**src/rtl/trace_collector.sv**
```systemverilog
// rtl/trace_collector.sv - pairs traced instructions with filter verdicts and streams kept ones as packets
//
// Purpose:
//   Holds each traced instruction for one cycle until the filter's drop
//   verdict arrives, counts dropped instructions between kept ones and
//   pushes kept instructions as {overflow, skip_count, pc, instr} packets
//   into a first-word-fall-through FIFO that drains over a valid/ready stream.
//
// Ports:
//   clk, rst_n   clock, synchronous active-low reset
//   collect_en   collection enable; the FIFO drains regardless
//   pc_valid     pc/instr valid this cycle
//   pc, instr    traced instruction
//   drop_instr   verdict for the instruction presented at the previous pc_valid
//   m_valid      packet available (head of FIFO)
//   m_ready      downstream accepts packet
//   m_data       {overflow, skip_count, pc, instr}
//   fifo_level   occupied FIFO entries
//   lost_count   saturating count of packets discarded on a full FIFO
module trace_collector #(
    parameter int FIFO_DEPTH               = 16,
    parameter int PC_WIDTH                 = 64,
    parameter int SKIP_WIDTH               = 16,
    parameter int LOST_WIDTH               = 32,
    parameter int RISC_V_INSTRUCTION_WIDTH = 32
) (
    input  logic                                                  clk,
    input  logic                                                  rst_n,
    input  logic                                                  collect_en,
    input  logic                                                  pc_valid,
    input  logic [PC_WIDTH-1:0]                                   pc,
    input  logic [RISC_V_INSTRUCTION_WIDTH-1:0]                   instr,
    input  logic                                                  drop_instr,
    output logic                                                  m_valid,
    input  logic                                                  m_ready,
    output logic [1+SKIP_WIDTH+PC_WIDTH+RISC_V_INSTRUCTION_WIDTH-1:0] m_data,
    output logic [$clog2(FIFO_DEPTH):0]                           fifo_level,
    output logic [LOST_WIDTH-1:0]                                 lost_count
);

    localparam int AW     = $clog2(FIFO_DEPTH);
    localparam int DATA_W = 1 + SKIP_WIDTH + PC_WIDTH + RISC_V_INSTRUCTION_WIDTH;
    localparam logic [AW:0] FULL_LEVEL = (AW+1)'(FIFO_DEPTH);

    // Alignment stage: the verdict for an instruction arrives one cycle later.
    logic                                pend;
    logic [PC_WIDTH-1:0]                 hold_pc;
    logic [RISC_V_INSTRUCTION_WIDTH-1:0] hold_instr;

    // Packet assembly state.
    logic [SKIP_WIDTH-1:0] skip;
    logic                  ovf;

    // FIFO storage and pointers.
    logic [DATA_W-1:0] mem [FIFO_DEPTH];
    logic [AW-1:0]     wr_ptr;
    logic [AW-1:0]     rd_ptr;
    logic [AW:0]       level;

    logic eval;
    logic push_req;
    logic pop;
    logic push_ok;
    logic push_rej;
    logic [SKIP_WIDTH-1:0] skip_inc;
    logic [DATA_W-1:0]     packet;

    assign eval     = pend && collect_en;
    assign push_req = eval && !drop_instr;
    assign pop      = m_valid && m_ready;
    // A full FIFO still takes the push when the head leaves in the same cycle.
    assign push_ok  = push_req && ((level != FULL_LEVEL) || pop);
    assign push_rej = push_req && !push_ok;
    assign skip_inc = (skip == {SKIP_WIDTH{1'b1}}) ? skip : skip + SKIP_WIDTH'(1);
    assign packet   = {ovf, skip, hold_pc, hold_instr};

    assign m_valid    = (level != '0);
    assign m_data     = mem[rd_ptr];
    assign fifo_level = level;

    always_ff @(posedge clk) begin
        if (!rst_n) begin
            pend <= 1'b0;
        end else begin
            pend <= pc_valid;
        end
    end

    always_ff @(posedge clk) begin
        if (pc_valid) begin
            hold_pc    <= pc;
            hold_instr <= instr;
        end
    end

    always_ff @(posedge clk) begin
        if (!rst_n) begin
            skip <= '0;
            ovf  <= 1'b0;
        end else if (eval) begin
            if (drop_instr || push_rej) begin
                // A discarded packet counts as one more skipped instruction.
                skip <= skip_inc;
            end else begin
                skip <= '0;
            end
            if (push_ok) begin
                ovf <= 1'b0;
            end else if (push_rej) begin
                ovf <= 1'b1;
            end
        end
    end

    always_ff @(posedge clk) begin
        if (!rst_n) begin
            lost_count <= '0;
        end else if (push_rej && (lost_count != {LOST_WIDTH{1'b1}})) begin
            lost_count <= lost_count + LOST_WIDTH'(1);
        end
    end

    always_ff @(posedge clk) begin
        if (push_ok) begin
            mem[wr_ptr] <= packet;
        end
    end

    always_ff @(posedge clk) begin
        if (!rst_n) begin
            wr_ptr <= '0;
            rd_ptr <= '0;
            level  <= '0;
        end else begin
            if (push_ok) begin
                wr_ptr <= wr_ptr + AW'(1);
            end
            if (pop) begin
                rd_ptr <= rd_ptr + AW'(1);
            end
            case ({push_ok, pop})
                2'b10:   level <= level + (AW+1)'(1);
                2'b01:   level <= level - (AW+1)'(1);
                default: level <= level;
            endcase
        end
    end

endmodule

```
**config.mk**
```make
export PLATFORM = sky130hd
export DESIGN_NAME = trace_collector
export DESIGN_NICKNAME = d
export VERILOG_FILES = /design/src/rtl/trace_collector.sv
export SDC_FILE = /design/constraint.sdc
export NUM_CORES = 1
export LEC_CHECK = 0
export BUFFER_PORTS_ARGS = -buffer_cell sky130_fd_sc_hd__buf_2
export CAP_MARGIN = 20
export CELL_PAD_IN_SITES_DETAIL_PLACEMENT = 0
export CELL_PAD_IN_SITES_GLOBAL_PLACEMENT = 1
export CORE_UTILIZATION = 55
export DETAILED_ROUTE_END_ITERATION = 12
export PLACE_DENSITY = 0.83
export SETUP_SLACK_MARGIN = 0.4
export SYNTH_ARGS = -nofsm -noshare
export SYNTH_HDL_FRONTEND = slang
export SYNTH_SLANG_ARGS = --single-unit
```
**constraint.sdc**
```tcl
create_clock -name clk -period 14.7 [get_ports clk]
set_input_delay 1.47 -clock clk [delete_from_list [all_inputs] [get_ports clk]]
set_output_delay 1.47 -clock clk [all_outputs]
set_load 0.005 [all_outputs]
```
## Word-level counts from Yosys, hierarchy flattened

Memories as Yosys holds them, arrays and structs flattened. A register that Yosys moved wholly into a read port is not among the register bits.
Cells that the tools add are included.

- Memories: 1
- RAM bits: 1,808
- Register bits: 159
- Output and inout bits: 151

Memory list:

| name | depth | width | rd ports | clocked after memory_dff | write ports | RTL line | source |
|---|---|---|---|---|---|---|---|
| mem | 16 | 113 | 1 | 1 | 1 | 55 | `logic [DATA_W-1:0] mem [FIFO_DEPTH];` |

- Multiplexer cells: 9
- Reductions and logical operators: 15
- Add/sub/neg operators: 6
- Equal/unequal tests: 6

Operators with widths:

| operator | count |
|---|---|
| $add A32 B1 Y32 const B | 1 |
| $mux W16 | 2 |
| $ne A32 B32 Y1 const B | 1 |
| $add A16 B1 Y16 const B | 1 |
| $eq A16 B16 Y1 const B | 1 |
| $pmux W5 S2 | 1 |
| $add A4 B1 Y4 const B | 2 |
| $mux W4 | 2 |
| $logic_and A1 B1 Y1 | 6 |
| $add A5 B1 Y5 const B | 1 |
| $ne A5 B5 Y1 const B | 1 |
| $reduce_bool A5 Y1 | 1 |
| $sub A5 B1 Y5 const B | 1 |
| $mux W1 | 4 |
| $reduce_and A2 Y1 | 2 |
| $reduce_bool A2 Y1 | 2 |
| $eq A2 B1 Y1 const B | 1 |
| $eq A2 B2 Y1 const B | 1 |
| $logic_not A1 Y1 | 2 |
| $logic_or A1 B1 Y1 | 2 |
| $ne A2 B2 Y1 const B | 1 |

## Depth between registers and ports, before layout

- Depth after elaboration: 9
- Depth in mapped cells: 9
- Gate-level depth less buffers: 9

## Least setup slack after synthesis

OpenSTA, ideal clock, no wires.

- Path kind: input -> register
- From: input port drop_instr
- To: memory mem[3][0] (netlist name), enable pin
- Arrival time: 10.051 ns
- Stages: 4
- Path slack: 3.926 ns
- Buffers on the path: 0
- Library setup time: 0.723 ns
- Required time: 13.977 ns
- Path through: and3b_1 -> a21boi_1 -> nand2_1 -> nor3_1

- Word-level cells in the longest chain between the ends: 5

RTL lines:

| what | RTL line | source |
|---|---|---|
| start: declaration | 33 | `input logic drop_instr,` |
| $logic_not A1 Y1 | 69 | `assign push_req = eval && !drop_instr;` |
| $logic_and A1 B1 Y1 | 69 |  |
| $logic_and A1 B1 Y1 | 72 | `assign push_ok = push_req && ((level != FULL_LEVEL) \|\| pop);` |
| $mux W1 | 124 | `if (push_ok) begin` |
| $mux W1 (not written as such) | 125 | `mem[wr_ptr] <= packet;` |
| end: declaration | 55 |  |

Every way passes these cells.

==> metrics <==
max-cap viol count 0; yosys warns 0; Iter 0 DRT Violations just under 4000; Worst-Margin Slew about 1.1 ns; Pre-antenna DRT Iters 7; DP Worst Slack 8.392 ns; IO Pins 253; Clock transition at path regs 0.06 ns; crit-path most repeated cell buf_4; clock latency at the later pin of the worst-skew pair between 0.8 and 0.9 ns; DRC errors left 0; CTS tree yes; fmax 139.6 MHz; final hold violation count 0; Synth Flop Type edfxtp_1; H-tree depth 4; CP Max Fanout 76; leakage power between 20 and 30 nW; vias post-DR ~34000; IO buf count 252; post-layout min period 7.165 ns; final hold slack 0.4932 ns; root buf cell clkbuf_16; effective utilization at floorplan 0.5543; Crit path buffers/inverters 4; Slew Limit Fails 0; CP max stage delay 0.99 ns; ANT nets after route 0; CP required 13.23 ns; largest net degree at the start of global routing 146; drt total wl approximately 160 mm; Worst Setup End Kind primary output; Detailed Place HPWL 77.94 mm; final setup fails 0; maximum root-to-sink buffer count 3; ys async rst share 0; Synth Register Bits 1971; Final WS setup 7.535 ns; Synth Instances 3018; Worst EP arrival 5.69 ns; GPL Wtd Cong ~0.74; postcts setup bufs 0; floorplan die width 368.7 µm; Tcrit/Tclk final 0.4874; Cell variety after synth 59; vias in the first global route around 35000; Synth Area per Inst 24.51 µm²; CORE AREA 133500 µm²; Sink Count about 2000; IR Drop Worst-Case VDD 0.1326 mV; cell breakdown of the critical path buf_4 -> buf_4 -> buf_4 -> mux4_2 -> mux4_2 -> buf_2; final std cell area, no fill 83780 µm²; Netlist Area Pre-Place 73970 µm²; status complete, no violations; Syn Nets 3131; Rows 134; first-pass GRT wire length 237.6 mm; dpl cell area a little under 80000 µm²; post-cts resize count 0; GRT overflow 0; Routed WL per cell just over 30 µm; final-stage net count 3494; Total GRT Usage 0.2454; critical path type flip-flop to primary output; crit start category flip-flop; Slew headroom 0.2589; Slowest-stage cell, CP buf_4; CTS Buf Count 189; # fillers 8652; CTS Hold Bufs 0; Top delay family on crit path buffers and inverters; post-synthesis sequential area ratio 0.7911; clk_skew 0.03996 ns; PwrDens 155.1 nW/µm²; initial antenna violation count 15; Die ar. between 100000 and 150000 µm²; Die Span Y 368.7 µm; via/cell ratio 6.351; fin util 0.6278; Fin Setup TNS 0 ns; share of layout cells above drive strength 1 0.3355; register-to-register setup slack around 11 ns; Post-synth EDFFs about 1900; Hold Path Class flip-flop to flip-flop; Area Overhead vs Synth 13.26%; RSZ-0062 raised after global routing false
[worst min-delay path: cells and delay by family, from the launching register on]
family / cells / cell delay [ns]
simple gates: 1 / 0.06
flops: 1 / 0.33
mux: 1 / 0.05
[cells by family (layout without fill, tap and decap cells)]
logic type | after synthesis | after routing | synth area share
flops | 1971 | 1971 | 0.7911
mux | 581 | 581 | 0.1742
simple gates | 205 | 205 | 0.01507
buf+inv | 154 | 680 | 0.008542
compound gates | 83 | 83 | 0.007611
xor+xnor | 13 | 13 | 0.001539
fa+ha+maj | 11 | 11 | 0.001962
other cells | 0 | 8 | 0
[final cells by class]
class                   instances  area [µm²]  area share
diodes                          8       20.02   0.0002389
clock buffers                 239        4937     0.05893
clock inverters               115        1191     0.01422
inverters                      14       52.55   0.0006272
multi-input cells             893       14930      0.1783
flip-flops and latches       1971       58530      0.6986
well taps                    1768        2212     0.02640
repair buffers                312        1903     0.02271
[metal layers]
layer | vias to the layer above | GRT usage | wire, µm
met5 | - | 0 | 59
met3 | 246 | 0.05534 | 15610
li1 | 13800 | - | -
met4 | 12 | 0.06623 | 3305
met2 | 1742 | 0.4001 | 82660
met1 | 17990 | 0.3382 | 62770
[layout by cell type, fill, tap and decap left out, types with 11 or more instances in the layout]
| cell type | synthesis | routed |
|---|---|---|
| dfxtp_1 | 67 | 63 |
| bufinv_16 | 0 | 16 |
| buf_2 | 31 | 251 |
| mux4_2 | 565 | 565 |
| mux2i_1 | 14 | 14 |
| nand4_1 | 17 | 17 |
| inv_1 | 13 | 13 |
| nand2_1 | 41 | 41 |
| or3_1 | 11 | 11 |
| a21oi_1 | 21 | 21 |
| clkinv_2 | 0 | 33 |
| nand3_1 | 18 | 18 |
| clkinvlp_4 | 0 | 11 |
| clkinv_1 | 0 | 30 |
| edfxtp_1 | 1904 | 1904 |
| or4_1 | 11 | 11 |
| clkbuf_16 | 0 | 189 |
| nor2_1 | 42 | 30 |
| o21ai_0 | 16 | 16 |
| nor2_4 | 0 | 12 |
| nand2b_1 | 15 | 15 |
| buf_4 | 2 | 47 |
| clkbuf_1 | 83 | 48 |
[per-stage QoR]
step	std cells	total power, mW
2_1_floorplan	3018	7.823
3_3_place_gp	4954	8.300
3_5_place_dp	4955	8.336
4_1_cts	5309	13.10
5_1_grt	5315	13.42
6_report	5320	13.00
[synthesized netlist by cell type (3+ instances only)]
master       n  area [µm²]
nor4_1       7       43.79
o31ai_1      9       67.56
ha_1        10       125.1
or2_2        3       18.77
mux2i_1     14       140.1
xor2_1       7       61.31
buf_2       31       155.2
a211oi_1     3       22.52
clkbuf_1    83       311.6
o221ai_1     4       35.03
nand3_1     18       90.09
nor2b_1      3       18.77
xnor2_1      6       52.55
and2_1       4       25.02
edfxtp_1  1904       57170
inv_1       13       48.80
a21o_1       3       22.52
and3_1       7       43.79
or4_1       11       82.58
buf_1       23       86.33
nand2b_1    15       93.84
nand2_1     41       153.9
a211o_1      4       35.03
nand4_1     17       106.4
o21a_1       3       22.52
or3_1       11       68.82
and4_1       3       26.28
a21oi_1     21       105.1
a31oi_1      4       25.02
nor3_1      13       65.06
nor2_1      42       157.7
o21ai_0     16       80.08
mux4_2     565       12720
dfxtp_1     67        1341
[report_power, final]
part / switching, mW / total [mW] / internal (mW)
logic: 0.850 / 1.88 / 1.03
clock network: 2.09 / 4.77 / 2.68
registers: 0.114 / 6.34 / 6.23
total: 3.05 / 13.0 / 9.95
[state kept, by name (all words and copies together) (netlist names), named ones only]
signal      count
rd_ptr          4
mem          1808
pend            1
wr_ptr          4
hold_pc        64
lost_count     32
ovf             1
hold_instr     32
fifo_level      5
skip           16
[final timing paths]
| path | start | end | depth (start not counted) |
|---|---|---|---|
| setup / recovery | flip-flop | m_data[66] | 6 |
| hold / removal | lost_count[20] | lost_count[20] | 2 |
| setup reg to reg | fifo_level[4] | mem[2][79] | 6 |
| hold reg to reg | lost_count[20] | lost_count[20] | 2 |
No activity file was read; power rests on OpenSTA's default activity.
